$ cat src/rtl/bf_sequencer.sv
// Brainfuck control sequencer: fetches opcodes, drives the cell ALU select triple,
// handles pointer moves, byte I/O and loops. Optional BF_INSN_COUNT_EN adds insn_count.
module bf_sequencer #(
  parameter int PC_W        = 10,
  parameter int DP_W        = 8,
  parameter int STACK_DEPTH = 16
) (
  input  logic            clk,
  input  logic            rst_n,
  input  logic            start,
  output logic [PC_W-1:0] pc,
  input  logic [7:0]      instr,
  output logic [DP_W-1:0] dp,
  input  logic [7:0]      dmem_rdata,
  output logic            dmem_we,
  output logic [7:0]      dmem_wdata,
  output logic [7:0]      alu_a,
  output logic            nochange,
  output logic            decrement,
  output logic            increment,
  input  logic [7:0]      alu_out,
  output logic            out_valid,
  output logic [7:0]      out_data,
  input  logic            out_ready,
  input  logic            in_valid,
  input  logic [7:0]      in_data,
  output logic            in_ready,
  output logic            halted,
`ifdef BF_INSN_COUNT_EN
  output logic [31:0]     insn_count,
`endif
  output logic            error
);

  localparam int SP_W  = $clog2(STACK_DEPTH + 1);
  localparam int IDX_W = $clog2(STACK_DEPTH);

  typedef enum logic [2:0] {IDLE, RUN, SCAN, HALT, ERROR} state_t;

  state_t          state;
  logic [SP_W-1:0] sp;
  logic [PC_W:0]   depth;
  logic [PC_W-1:0] stack [STACK_DEPTH];

  logic run, op_inc, op_dec, op_out, op_in, op_open, op_close;
  logic cell_zero, stack_full, stack_empty, do_push;
  logic [PC_W-1:0] pc_inc;
  logic [IDX_W-1:0] push_idx, top_idx;

  assign run      = (state == RUN);
  assign op_inc   = run && (instr == 8'h2B);
  assign op_dec   = run && (instr == 8'h2D);
  assign op_out   = run && (instr == 8'h2E);
  assign op_in    = run && (instr == 8'h2C);
  assign op_open  = run && (instr == 8'h5B);
  assign op_close = run && (instr == 8'h5D);

  assign cell_zero   = (dmem_rdata == 8'h00);
  assign stack_full  = (sp == SP_W'(STACK_DEPTH));
  assign stack_empty = (sp == '0);
  assign pc_inc      = pc + PC_W'(1);
  assign push_idx    = IDX_W'(sp);
  assign top_idx     = IDX_W'(sp - SP_W'(1));
  assign do_push     = op_open && !cell_zero && !stack_full;

  // Everything below is decoded straight from state and instr so handshakes drop with reset.
  assign increment  = op_inc;
  assign decrement  = op_dec;
  assign nochange   = !(op_inc || op_dec);
  assign dmem_we    = op_inc || op_dec || (op_in && in_valid);
  assign dmem_wdata = alu_out;
  assign alu_a      = op_in ? in_data : dmem_rdata;
  assign out_valid  = op_out;
  assign out_data   = dmem_rdata;
  assign in_ready   = op_in;

  // NOTE: the return stack is a plain memory with no reset; sp alone defines which entries are live.
  always_ff @(posedge clk) begin
    if (do_push) stack[push_idx] <= pc;
  end

  // NOTE: all sequential state uses non-blocking assignments so every branch sees pre-edge values.
  always_ff @(posedge clk or negedge rst_n) begin
    if (!rst_n) begin
      state  <= IDLE;
      pc     <= '0;
      dp     <= '0;
      sp     <= '0;
      depth  <= '0;
      halted <= 1'b0;
      error  <= 1'b0;
    end else begin
      case (state)
        IDLE: if (start) begin
          state <= RUN;
          pc    <= '0;
        end
        RUN: case (instr)
          8'h3E: begin dp <= dp + DP_W'(1); pc <= pc_inc; end
          8'h3C: begin dp <= dp - DP_W'(1); pc <= pc_inc; end
          8'h2E: if (out_ready) pc <= pc_inc;
          8'h2C: if (in_valid) pc <= pc_inc;
          8'h5B: begin
            if (cell_zero) begin
              depth <= (PC_W+1)'(1);
              pc    <= pc_inc;
              state <= SCAN;
            end else if (stack_full) begin
              state <= ERROR;
              error <= 1'b1;
            end else begin
              sp <= sp + SP_W'(1);
              pc <= pc_inc;
            end
          end
          8'h5D: begin
            if (stack_empty) begin
              state <= ERROR;
              error <= 1'b1;
            end else if (!cell_zero) begin
              pc <= stack[top_idx] + PC_W'(1);
            end else begin
              sp <= sp - SP_W'(1);
              pc <= pc_inc;
            end
          end
          8'h00: begin
            state  <= HALT;
            halted <= 1'b1;
          end
          default: pc <= pc_inc;
        endcase
        SCAN: case (instr)
          8'h5B: begin depth <= depth + (PC_W+1)'(1); pc <= pc_inc; end
          8'h5D: begin
            if (depth == (PC_W+1)'(1)) state <= RUN;
            else depth <= depth - (PC_W+1)'(1);
            pc <= pc_inc;
          end
          8'h00: begin
            state <= ERROR;
            error <= 1'b1;
          end
          default: pc <= pc_inc;
        endcase
        default: ;  // HALT and ERROR are sticky until reset
      endcase
    end
  end

`ifdef BF_INSN_COUNT_EN
  logic retire;
  // A RUN opcode retires whenever pc moves; stalls, faults and the halt opcode do not.
  assign retire = run && (op_out   ? out_ready :
                          op_in    ? in_valid :
                          op_open  ? (cell_zero || !stack_full) :
                          op_close ? !stack_empty :
                          (instr != 8'h00));

  always_ff @(posedge clk or negedge rst_n) begin
    if (!rst_n) insn_count <= '0;
    else if (retire && (insn_count != 32'hFFFF_FFFF)) insn_count <= insn_count + 32'd1;
  end
`endif

endmodule

$ cat config.mk
export PLATFORM = sky130hd
export DESIGN_NAME = bf_sequencer
export DESIGN_NICKNAME = d
export VERILOG_FILES = /design/src/rtl/bf_sequencer.sv
export SDC_FILE = /design/constraint.sdc
export NUM_CORES = 1
export LEC_CHECK = 0
export CAP_MARGIN = 10
export CORE_ASPECT_RATIO = 1.25
export CORE_UTILIZATION = 60
export DETAILED_ROUTE_END_ITERATION = 12
export MAX_ROUTING_LAYER = met4
export PLACE_DENSITY = 0.92
export SETUP_SLACK_MARGIN = 0.2
export SLEW_MARGIN = 20
export SYNTH_ARGS = -nofsm -noshare
export SYNTH_HDL_FRONTEND = slang
export SYNTH_SLANG_ARGS = --single-unit
$ cat constraint.sdc
create_clock -name clk -period 7.6 [get_ports clk]
set_input_delay 1.52 -clock clk [delete_from_list [all_inputs] [get_ports clk]]
set_output_delay 1.52 -clock clk [all_outputs]
set_load 0.005 [all_outputs]
After elaboration in Yosys (flattened, before gate mapping)
Memory sizes are Yosys's and may differ from the RTL's.
Cells that the tools add are included.
{ "word_totals": {"n_memories": 1, "out_inout_bits": 50, "reg_bits": 39, "mem_bits_rw": 160, "wordCells": 118, "inputBits": 37} }
{ "classes": {"add_sub_neg": 8, "eq_ne": 36, "mux": 38, "n_reduce_logical": 28} }
{ "mem_list": {"columns": ["name", "words", "word_bits", "rd", "rd_ports_with_merged_regs", "wr", "line_no", "rtl"], "rows": [
  ["stack", 16, 10, 1, 0, 1, "43", "logic [PC_W-1:0] stack [STACK_DEPTH];"]
]} }
{ "ops": {"columns": ["cell", "n"], "rows": [
  ["two-way mux 10 bit", 8],
  ["case mux 10 bit (5 select lines)", 1],
  ["equality test 8 x 6 -> 1 bit (second input constant)", 6],
  ["case mux 11 bit (2 select lines)", 2],
  ["two-way mux 11 bit", 3],
  ["case mux 10 bit (3 select lines)", 1],
  ["!= test 3 bit (second input constant)", 9],
  ["adder 10 x 1 -> 10 bit (second input constant)", 2],
  ["two-way mux 5 bit", 4],
  ["case mux 3 bit (3 select lines)", 2],
  ["equality test 8 x 7 -> 1 bit (second input constant)", 2],
  ["zero test 8 bit", 2],
  ["case mux 8 bit (2 select lines)", 1],
  ["two-way mux 3 bit", 5],
  ["!= test 2 bit (second input constant)", 7],
  ["AND reduction 6 bit", 2],
  ["adder 11 x 1 -> 11 bit (second input constant)", 1],
  ["equality test 11 x 1 -> 1 bit (second input constant)", 1],
  ["subtractor 11 x 1 -> 11 bit (second input constant)", 1],
  ["case mux 5 bit (2 select lines)", 1],
  ["adder 8 x 1 -> 8 bit (second input constant)", 1],
  ["logical AND 1 bit", 8],
  ["two-way mux 8 bit", 1],
  ["!= test 4 bit (second input constant)", 2],
  ["other kinds (23)", 37]
]} }

Depth between registers and ports, before layout
An unclocked memory read counts as a cell.
{ "depth": {"depth_word": 7, "ltp_mapped": 14, "mapped_depth_nobuf": 13} }

Worst setup path after synthesis
OpenSTA, ideal clock, no wires.
{ "synth_path": {"path_type": "input-to-output", "from": "in instr[0]", "to": "out alu_a[0]", "path_stages": 5, "slack_ps": 3125, "t_required_ps": 6080, "path_buffers": 1, "arrival_ps": 2955, "cell_sequence": "or3_1 > nor4_1 > nor2b_1 > buf_2 > mux2_2"} }
{ "synth_between": {"elab_chain_cells": 3} }
{ "synth_rtl": {"columns": ["item", "line_no", "rtl"], "rows": [
  ["from (decl)", "12", "input logic [7:0] instr,"],
  ["equality test 8 x 6 -> 1 bit", "54", "assign op_in = run && (instr == 8'h2C);"],
  ["logical AND 1 bit", "54", null],
  ["via in_ready", "27", "output logic in_ready,"],
  ["two-way mux 8 bit", "72", "assign alu_a = op_in ? in_data : dmem_rdata;"],
  ["to (decl)", "17", "output logic [7:0] alu_a,"]
]} }
The timed path passes the listed nets, and every way through them passes these cells.

Worst setup path in the final report
{ "layout_path": {"from": "in instr[0]", "to": "out alu_a[5]"} }
{ "layout_between": {"elab_chain_cells": 3} }
{ "layout_rtl": {"columns": ["item", "line_no"], "rows": [
  ["equality test 8 x 6 -> 1 bit", "54"],
  ["logical AND 1 bit", "54"],
  ["two-way mux 8 bit", "72"]
]} }
No other way between the ends.

==> qor.tcl <==
set qor(grt_first_pass_wirelength_mm) 34.0
set qor(cp_common_cell) {sky130_fd_sc_hd__clkdlybuf4s50_1}
set qor(finalCritPeriodShare_pct) 79.1
set qor(tightest_slew_margin_relative_to_the_limit_pct) 24.1
set qor(synthCells) 635
set qor(cts.sink_count) 199
set qor(worst_path_dominant_cell_family) {simple AND/OR/NAND/NOR gates}
set qor(regToRegStartpoint) {sp[0]$_DFFE_PN0P_}
set qor(worstMarginPinSlew_ps) 1130
set qor(start_kind) {input pin}
set qor(hold_buffer_count_at_cts) 0
set qor(route.detailed.vias_per_inst) 6.65
set qor(yosys_most_used_dff) {sky130_fd_sc_hd__edfxtp_1}
set qor(cellLeakagePower_nw) 3.98
set qor(post_cts.repair.setup_buffers) 0
set qor(finClkSkew_ps) 13.5
set qor(route.detailed.drc) 0
set qor(yosysTopAreaCell) {sky130_fd_sc_hd__edfxtp_1}
set qor(final_antenna_net_count) 0
set qor(syn-mean-instance-area_um2) 14.8
set qor(rr_worst_depth) 8
set qor(vias) 6082
set qor(worstHoldEndpoint) {halted$_DFFE_PN0P_}
set qor(grt_max_degree) 45
set qor(critical-path-max-stage-delay_ps) 780
set qor(power-per-cell-area_nw_per_um2) 194
set qor(final_net_count) 747
set qor(number_of_flops_mapped_to_enable_cells_by_yosys) 160
set qor(synthDominantCellAreaShare_pct) 51.2
set qor(worstPathCellList) {clkdlybuf4s50_1, or3_1, nor4_1, nor2b_1, mux2_2, clkdlybuf4s50_1}
set qor(proportion_of_layout_cells_with_a_drive_suffix_above_1_pct) 16.0
set qor(status) {finished, final reports clean}
set qor(hold_class) {flip-flop to flip-flop}
set qor(hold_ws_ps) 472
set qor(syn-cell-area_um2) 9380
set qor(max-vdd-ir-drop_mv) 0.213
set qor(finalHoldViolations) 0
set qor(clock.fmax_mhz) 166
set qor(post_synth_main_area_contributors) {sky130_fd_sc_hd__edfxtp_1 51%, sky130_fd_sc_hd__mux4_2 11%, sky130_fd_sc_hd__dfrtp_1 10%}
set qor(yosys.cell_types.count) 72
set qor(post_drt_wl_per_cell_um) 24.0
set qor(filler_cell_count) 944
set qor(minimum_setup_slack_among_reg_to_reg_paths_ps) 3250
set qor(antennaDiodeCount) 0
set qor(dpl.hpwl_mm) 14.1
set qor(initial_utilization_pct) 61.9
set qor(path_buf_inv) 2
set qor(worst_setup_path_end_kind) {output pin}
set qor(synth-seq-cells) 199
set qor(ys_async_sr_fraction_pct) 19.6
set qor(hold-path-cell-count) 1
set qor(fin_setup_tns_ps) 0
set qor(slew_viol_final) 0
set qor(worst_setup_path_startpoint) {instr[0]}
set qor(cp_data_arrival_time_ps) 4490
set qor(post_cts_resized) 0
set qor(boundaryPins) 87
set qor(drt-initial-drc-count) 755
set qor(detailedRoute.firstPassIterationCount) 6
set qor(yosysMostFrequentCell) {sky130_fd_sc_hd__edfxtp_1}
set qor(clock_h_tree_levels) 4
set qor(yosys_warnings) 0
set qor(critical_path.max_fanout) 10
set qor(synthToLayoutAreaGrowth_pct) 14.4
set qor(port-buffer-count) 70
set qor(gr-usage-all-layers_pct) 29.7
set qor(place_inst) 882
set qor(rows) 50
set qor(vias_in_the_first_global_route) 6206
set qor(setup-violations-final) 0
set qor(synthTopCellsByCount) {160 x sky130_fd_sc_hd__edfxtp_1, 51 x sky130_fd_sc_hd__nor2_1, 45 x sky130_fd_sc_hd__mux4_2, 39 x sky130_fd_sc_hd__dfrtp_1, 38 x sky130_fd_sc_hd__nand2_1}
set qor(cts_root_buffer) {sky130_fd_sc_hd__clkbuf_16}
set qor(critical_path_required_ps) 6080
set qor(worst_hold_startpoint) {halted$_DFFE_PN0P_}
set qor(clock_tree_from_tritoncts) {done}
set qor(postRouteWirelength_mm) 21.9
set qor(cts_made_buffers) 17
set qor(design_area_um2) 10700
set qor(grt_setup_unrepaired) {no}
set qor(worstSetupPathType) {input pin to output pin}
set qor(layout.cells.non_filler) 915
set qor(floorplan.die.height_um) 142
set qor(coreArea_um2) 15100
set qor(grt-ovfl-total) 0
set qor(antenna_violations_before_repair) 0
set qor(ctsLongestPathBuffers) 2
set qor(timing.rr.end) {stack[6][4]$_DFFE_PP_}
set qor(cts.clk_slew.worst_paths_ps) 70
set qor(syn_nets) 688
set qor(dieArea_um2) 16100
set qor(placed_area_um2) 10100
set qor(fin_crit_ps) 6010
set qor(timing.max_cap.violations) 0
set qor(clkLatencyLatePin_ps) 440
set qor(gp_congestion) 0.888
set qor(yosysSeqAreaShare_pct) 61.6
set qor(crit_slowest_cell) {sky130_fd_sc_hd__nor2b_1}
set qor(dieWidth_um) 114
placed cells by master, fill, tap and decap left out, types with 15 or more instances in the layout:
cell type,Yosys,routed
sky130_fd_sc_hd__clkbuf_16,0,17
sky130_fd_sc_hd__clkdlybuf4s50_1,0,69
sky130_fd_sc_hd__dfrtp_1,39,38
sky130_fd_sc_hd__edfxtp_1,160,160
sky130_fd_sc_hd__ha_1,15,15
sky130_fd_sc_hd__mux4_2,45,45
sky130_fd_sc_hd__nand2_1,38,38
sky130_fd_sc_hd__nand3_1,18,18
sky130_fd_sc_hd__nor2_1,51,51
sky130_fd_sc_hd__o21ai_0,26,26
sky130_fd_sc_hd__xnor2_1,15,15
routing by layer:
layer	up-vias	wire length (um)	GRT usage, %
li1	2572	-	-
met1	3005	7760	34.8
met2	408	11400	49.7
met3	97	1790	5.60
met4	0	961	14.1
met5	-	0	-
cell type report:
| cell class | count | area (um2) | area share, % |
|---|---|---|---|
| clock inverter | 14 | 143 | 1.33 |
| inverter | 14 | 52.6 | 0.490 |
| tap | 208 | 260 | 2.43 |
| timing repair buffer | 82 | 783 | 7.30 |
| multi-input combinational | 380 | 3280 | 30.6 |
| sequential | 199 | 5780 | 53.9 |
| clock buffer | 18 | 429 | 4.00 |
worst register-to-register path, stage by stage (launching register included):
cell and delay (ps):
sky130_fd_sc_hd__dfrtp_2 340, sky130_fd_sc_hd__buf_4 610, sky130_fd_sc_hd__inv_1 260, sky130_fd_sc_hd__ha_1 390, sky130_fd_sc_hd__or3b_1 320, sky130_fd_sc_hd__o21ai_0 110, sky130_fd_sc_hd__nor3_1 690, sky130_fd_sc_hd__nand2_1 320
sky130_fd_sc_hd__nor2_1 930
through the flow:
step	utilization (%)	power, W	setup WS, ps
finish	70.9	0.00209	1590
global route	70.9	0.00214	1420
CTS	70.8	0.00209	1600
detailed placement	67.0	0.00124	1600
global placement	67.0	0.00124	1700
floorplan	-	0.00121	3130
sequential cells by signal, summed over array words and instances, names as in the netlist:
signal  count
stack     160
depth      11
pc         10
dp          8
sp          5
state       3
error       1
halted      1
power breakdown:
group / internal [W] / switching [W] / leakage, nW
Combinational: 0.0000264 / 0.0000190 / 1.48
Sequential: 0.00117 / 0.00000473 / 2.23
Clock: 0.000460 / 0.000409 / 0.268
Total: 0.00165 / 0.000432 / 3.98
cell families after synthesis:
logic type | count (synthesis) | share of synthesized area (%)
AOI/OAI and AO/OA | 90 | 6.78
xor gates and xnor gates | 31 | 2.98
adders and majority gates | 16 | 2.21
buffers and inverters | 56 | 3.44
DFF | 199 | 61.6
muxes | 61 | 12.7
and+or+nand+nor | 182 | 10.3
worst max-delay path by stage:
stage / to / slack [ps] / depth (start not counted)
finish: alu_a[5] / 1590 / 6
CTS: alu_a[2] / 1600 / 6
global route: alu_a[3] / 1420 / 6
global placement: alu_a[0] / 1700 / 6
detailed placement: alu_a[2] / 1600 / 6
floorplan: alu_a[0] / 3130 / 5
Power figures use the tool's default switching activity.
